<file path="config.mk">
export PLATFORM = sky130hd
export DESIGN_NAME = exec_step_controller
export DESIGN_NICKNAME = d
export VERILOG_FILES = /design/src/rtl/exec_step_controller.sv
export SDC_FILE = /design/constraint.sdc
export NUM_CORES = 1
export LEC_CHECK = 0
export ABC_AREA = 1
export CORE_UTILIZATION = 46
export DETAILED_ROUTE_END_ITERATION = 10
export HOLD_SLACK_MARGIN = 0.05
export PLACE_DENSITY = 0.8
export SYNTH_ARGS = -nofsm -noshare
export SYNTH_HDL_FRONTEND = slang
export SYNTH_SLANG_ARGS = --single-unit
</file>
<file path="constraint.sdc">
create_clock -name clk -period 2.05 [get_ports clk]
set_input_delay 0.41 -clock clk [delete_from_list [all_inputs] [get_ports clk]]
set_output_delay 0.41 -clock clk [all_outputs]
set_load 0.03 [all_outputs]
</file>
<file path="src/rtl/exec_step_controller.sv">
// exec_step_controller
// Sequences the single-cycle RISC-V core: issues a one-cycle cpu_en pulse
// either on a manual single-step request or, in RUN mode, once every RUN_DIV
// clock cycles. Counts issued pulses (wrapping at 2^CNT_W).
//
// Optional feature, macro EXEC_BREAKPOINT_EN:
//   when defined, the PC reported by the core on the cycle after each RUN
//   pulse is compared with bp_addr; a match parks the controller in BREAK.
//   When undefined, BREAK is unreachable, bp_hit is tied low and pc_in /
//   bp_addr are ignored.
module exec_step_controller #(
    parameter int RUN_DIV = 25000000,
    parameter int CNT_W   = 16,
    parameter int PC_W    = 32
) (
    input  logic             clk,
    input  logic             reset,
    input  logic             step_req,
    input  logic             run_toggle,
    input  logic [PC_W-1:0]  pc_in,
    input  logic [PC_W-1:0]  bp_addr,
    output logic             cpu_en,
    output logic             running,
    output logic             bp_hit,
    output logic [CNT_W-1:0] step_count
);

    localparam int DIV_W = (RUN_DIV > 2) ? $clog2(RUN_DIV) : 1;
    localparam logic [DIV_W-1:0] DIV_LAST = DIV_W'(RUN_DIV - 1);

    typedef enum logic [1:0] {
        S_IDLE,
        S_STEP,
        S_RUN,
        S_BREAK
    } state_t;

    state_t           state;
    state_t           next_state;
    logic [DIV_W-1:0] divider;
    logic [DIV_W-1:0] next_div;
    logic             div_wrap;
    logic             run_pulse;
    logic             bp_match;

    // Outputs decode straight from the state register so an asynchronous
    // reset drops them in the same instant.
    assign running = (state == S_RUN);
    assign cpu_en  = (state == S_STEP) || run_pulse;
    assign div_wrap = (divider == DIV_LAST);

`ifdef EXEC_BREAKPOINT_EN
    logic run_pulse_q;   // a RUN pulse was issued last cycle: pc_in is fresh
    logic skip_q;        // first pulse after resuming from BREAK is not compared

    assign bp_hit   = (state == S_BREAK);
    assign bp_match = run_pulse_q && !skip_q && (pc_in == bp_addr);

    // Track the post-pulse compare slot and the resume-from-break exemption.
    always_ff @(posedge clk or negedge reset) begin
        if (!reset) begin
            run_pulse_q <= 1'b0;
            skip_q      <= 1'b0;
        end else begin
            run_pulse_q <= run_pulse;
            if (state == S_BREAK && run_toggle) begin
                skip_q <= 1'b1;
            end else if (state == S_IDLE && run_toggle) begin
                skip_q <= 1'b0;
            end else if (state == S_RUN && run_pulse_q) begin
                skip_q <= 1'b0;
            end
        end
    end
`else
    logic unused_bp;

    assign bp_hit    = 1'b0;
    assign bp_match  = 1'b0;
    assign unused_bp = ^{pc_in, bp_addr};
`endif

    // Next-state, run pulse and divider update.
    // NOTE: every signal assigned here gets a default first so no path can
    // leave it unassigned and infer a latch.
    always_comb begin
        next_state = state;
        next_div   = '0;
        run_pulse  = 1'b0;
        case (state)
            S_IDLE: begin
                // run_toggle has priority: a coincident step_req is dropped.
                if (run_toggle) begin
                    next_state = S_RUN;
                end else if (step_req) begin
                    next_state = S_STEP;
                end
            end
            S_STEP: begin
                next_state = S_IDLE;
            end
            S_RUN: begin
                // Leaving RUN on the pulse cycle suppresses that pulse.
                run_pulse = div_wrap && !run_toggle;
                if (run_toggle) begin
                    next_state = S_IDLE;
                end else if (bp_match) begin
                    next_state = S_BREAK;
                end
            end
            S_BREAK: begin
                if (run_toggle) begin
                    next_state = S_RUN;
                end else if (step_req) begin
                    next_state = S_STEP;
                end
            end
            default: begin
                next_state = S_IDLE;
            end
        endcase

        // Divider only runs while staying in RUN; any entry starts from zero.
        if (state == S_RUN && next_state == S_RUN) begin
            next_div = div_wrap ? '0 : divider + DIV_W'(1);
        end
    end

    // State, divider and retired-step counter registers.
    // NOTE: sequential state uses non-blocking assignments so all registers
    // update together from the values seen before the edge.
    always_ff @(posedge clk or negedge reset) begin
        if (!reset) begin
            state      <= S_IDLE;
            divider    <= '0;
            step_count <= '0;
        end else begin
            state   <= next_state;
            divider <= next_div;
            if (cpu_en) begin
                step_count <= step_count + CNT_W'(1);
            end
        end
    end

endmodule
</file>
Word-level counts from Yosys, hierarchy flattened --
Index checks and enable logic that the tools add are counted.
Operators by class: reductions and logical operators 6, muxes and demuxes 7, add/sub/neg operators 2, equality and inequality tests 5
Operators with widths (count):
- 25-bit 2-to-1 mux | 2
- 25-bit by 1-bit adder with 25-bit output, second input constant | 1
- 25-bit == test, second input constant | 1
- 16-bit by 1-bit adder with 16-bit output, second input constant | 1
- 2-bit == test, second input constant | 3
- 2-bit 2-to-1 mux | 3
- 2-bit one-hot mux with 3 select lines | 1
- 2-bit by 1-bit == test with 1-bit output, second input constant | 1
- 1-bit logical AND | 2
- 2-bit zero test | 1
- 2-bit OR reduction | 1
- 1-bit zero test | 1
- 1-bit logical OR | 1
- 1-bit 2-to-1 mux | 1
Word-level totals: bits of input ports 68, word-level logic and storage cells 23, flip-flop bits (word level) 43, output and inout port bits 19

Logic depth before layout (Yosys ltp) --
word-level depth 6, mapped depth 11

Worst setup path after synthesis --
OpenSTA, ideal clock, no wires.
kind reg2out, from register state[0], to output cpu_en, stages on the path, launching flop included 8, buffers on the path 1, data required time 1.640 ns, arrival time 1.471 ns, path slack 0.169 ns, cells stage by stage dfrtp_1 > inv_1 > ha_1 > inv_1 > nor2_2 > nand3_4 > nand2_4 > buf_12
Between the ends: longest elaborated chain between the ends 3
Ends and longest elaborated chain:
- from (decl) | RTL line 38 | state_t state;
- from (signal assigned) | RTL line 138 | state <= next_state;
- 2-bit == test
- net running | RTL line 23 | output logic running,
- 1-bit 2-to-1 mux | RTL line 90 | case (state)
- 1-bit logical OR | RTL line 49 | assign cpu_en = (state == S_STEP) || run_pulse;
- to (decl) | RTL line 22 | output logic cpu_en,
The timed path passes the listed nets, and every way through them passes these cells.

Worst setup path in the final report --
from register state[0], to output cpu_en
Between the ends: longest elaborated chain between the ends 3
Ends and longest elaborated chain (RTL line):
- 2-bit == test | 90
- 1-bit 2-to-1 mux | 90
- 1-bit logical OR * | 49
Every way passes the cells marked *; elsewhere a longest branch is shown, timed or not.

==> metrics.md <==
| Metric | Value |
|---|---|
| Crit path required time | 1.64 ns |
| # setup viols final | 0 |
| Die area | 6070 um^2 |
| CTS sink cnt | 43 |
| Final min period | 1.97 ns |
| Max cap viols | 0 |
| Leakage | 0.00134 uW |
| Ports | 87 |
| Yosys top cell by area | dfrtp_1 |
| 1st-pass router iterations | 4 |
| Status | complete, no violations |
| Setup TNS Final | 0 ns |
| Final period utilization | 0.961 |
| Syn. warnings | 0 |
| Nets | 476 |
| Longest Clk Path Bufs | 2 |
| Arr. time, crit path | 1.56 ns |
| Reg2Reg Launch Point | state[0]$_DFF_PN0_ |
| Main combinational cell family by area after synthesis | simple AND/OR/NAND/NOR gates |
| Largest net degree at the start of global routing | 33 |
| Synth cell types | 26 |
| Syn nets | 441 |
| Hold Path Class | primary input to async pin |
| Port bufs | 21 |
| Adder-cell share of the synthesized area | 0.0236 |
| First-pass GRT wire length | 9700 um |
| Ant diodes | 0 |
| Die width | 77.9 um |
| Core area | 5540 um^2 |
| Sequential area share after synthesis | 0.406 |
| Top FF cell, synth | dfrtp_1 |
| GRT Util Overall | 0.206 |
| Synthesized instance count | 368 |
| Setup WS pre-CTS | 0.193 ns |
| Final Max Tran Viols | 0 |
| Compound-Gate Fraction of Synth Area | 0.00755 |
| # hold bufs at CTS | 0 |
| Number of synthesized flops with an enable pin | 0 |
| Worst slew margin | 0.515 |
| Final Skew | 0.00463 ns |
| Via/cell ratio | 5.02 |
| Crit Path Max Fanout | 4 |
| Area after DPL | 2960 um^2 |
| Netlist Area Pre-Place | 2650 um^2 |
| Cts bufs inserted | 5 |
| Vias in the first global route | 2,201 |
| RSZ-0062 raised after global routing | no |
| Worst reg2reg path depth | 10 |
| Synth Area in XOR/XNOR | 0.0925 |
| Antenna violations before repair | 0 |
| CP Capture Type | primary output |
| Top post-synthesis cells by count | nand2_1 (105), nor2_1 (79), dfrtp_1 (43) |
| FFs w/ async S/R, synth | 1.00 |
| Clk slew on worst S/H paths | 0.08 ns |
| Simple-gate area share of the yosys netlist | 0.405 |
| Post-synthesis sequential element count | 43 |
| Post-DP HPWL | 4180 um |
| GP Congestion | 0.878 |
| Root buffer cell | clkbuf_8 |
| FF-to-FF End | divider[23]$_DFF_PN0_ |
| Worst skew pair latency | 0.30 ns |
| Post-Layout Inst Area | 3120 um^2 |
| Dominant cells by area after synthesis | dfrtp_1 (41%), nand2_1 (15%), nor2_1 (11%) |
| Detailed Route WL | 5720 um |
| Global route overflow | 0 |
| Avg Cell Area, Syn | 7.21 um^2 |
| Nature of the critical path startpoint | flip-flop |
| Layout Area Growth over Synthesis | 17.7% |
| Routed vias | 2,390 |
| Final worst slack | 0.0801 ns |
| Hold slack | 0.162 ns |
| Antenna viol nets, final | 0 |
| Fmax achieved | 508 MHz |
| H-tree Lvls | 2 |
| Crit path kind | flip-flop to primary output |
| Synth top area share | 0.406 |
| R2R setup slack | 0.34 ns |
| Multiplexer share of the synthesized area | 0 |
| Most common cell in the synthesized netlist | nand2_1 |
| Final core utilization | 0.563 |
| # DRC | 0 |
| Starting Density | 0.479 |
| Pwr/cell area | 731 nW/um^2 |
| Actual slew at the worst max-slew pin | 0.727 ns |
| Share of cells above drive strength 1 | 0.114 |
| Final Hold Fails | 0 |
| Starting DRC count in detailed routing | 219 |
| Peak VDD IR | 429 uV |
| WL/cell | 12.0 um |
| FP Rows | 27 |
| Die height | 77.9 um |
| CTS tree | done |
==> critical path, cell delays in order, from the launching register on <==
cell and delay (ns):
dfrtp_1 0.41, inv_2 0.07, ha_2 0.20, inv_1 0.05
nor2_2 0.10, buf_4 0.13, nand3_4 0.08, nand2_4 0.08
buf_6 0.13
==> metrics by stage <==
stage	total power [uW]	std cells
after floorplan	1450	368
after global placement	1640	463
after detailed placement	1670	463
after CTS	2270	472
after global routing	2410	476
final	2280	476
==> worst max-delay path by stage <==
stage                    startpoint                     to
6_report         state[0]$_DFF_PN0_                 cpu_en
5_1_grt        divider[5]$_DFF_PN0_                 cpu_en
4_1_cts          state[0]$_DFF_PN0_                 cpu_en
3_5_place_dp             run_toggle  divider[23]$_DFF_PN0_
3_3_place_gp             run_toggle  divider[23]$_DFF_PN0_
2_1_floorplan    state[0]$_DFF_PN0_                 cpu_en
==> logic make-up after synthesis <==
kind of cell	after synthesis
simple gates	248
flops	43
buf+inv	39
xor+xnor	28
fa+ha+maj	5
compound gates	4
other cells	1
==> placed cells by master, fill, tap and decap left out, drive strengths merged <==
| cell type | count |
|---|---|
| clkbuf | 8 |
| dlygate4sd2 | 1 |
| nand3b | 1 |
| nand2 | 118 |
| clkinv | 1 |
| dfrtp | 43 |
| inv | 32 |
| xnor2 | 11 |
| clkdlybuf4s50 | 18 |
| nor2 | 83 |
| o21ai | 1 |
| nand3 | 39 |
| nor3 | 1 |
| a21oi | 3 |
| nand4 | 6 |
| ha | 5 |
| buf | 15 |
| conb | 1 |
| xor2 | 17 |
==> state kept, by name (all words and copies together) (netlist names) <==
| signal | cells |
|---|---|
| divider | 25 |
| step_count | 16 |
| state | 2 |
==> power by group <==
| part | internal [uW] | switching, uW | total (uW) |
|---|---|---|---|
| Clock | 308 | 288 | 596 |
| Sequential | 907 | 70.8 | 978 |
| Combinational | 264 | 442 | 706 |
| Total | 1480 | 801 | 2280 |
==> per-layer routing <==
| metal | GRT usage | up-vias | wire length (um) |
|---|---|---|---|
| met5 | 0 | - | 0 |
| met1 | 0.268 | 1125 | 2620 |
| met3 | 0.0376 | 6 | 232 |
| li1 | - | 1202 | - |
| met4 | 0.0852 | 0 | 78 |
| met2 | 0.336 | 57 | 2790 |
==> timing repair <==
action / CTS / global route
setup buffers: 1 / 4
gates resized for setup: 3 / 4
endpoints found under the setup margin: 2 / 1
pin swaps: 0 / 2
==> cell type report <==
class	count	area, um^2
clock buffer	8	100
timing repair buffer	34	303
sequential	43	1080
tap	72	90.1
multi-input combinational	286	1430
inverter	33	124
fill	535	2420
Power figures use the tool's default switching activity.
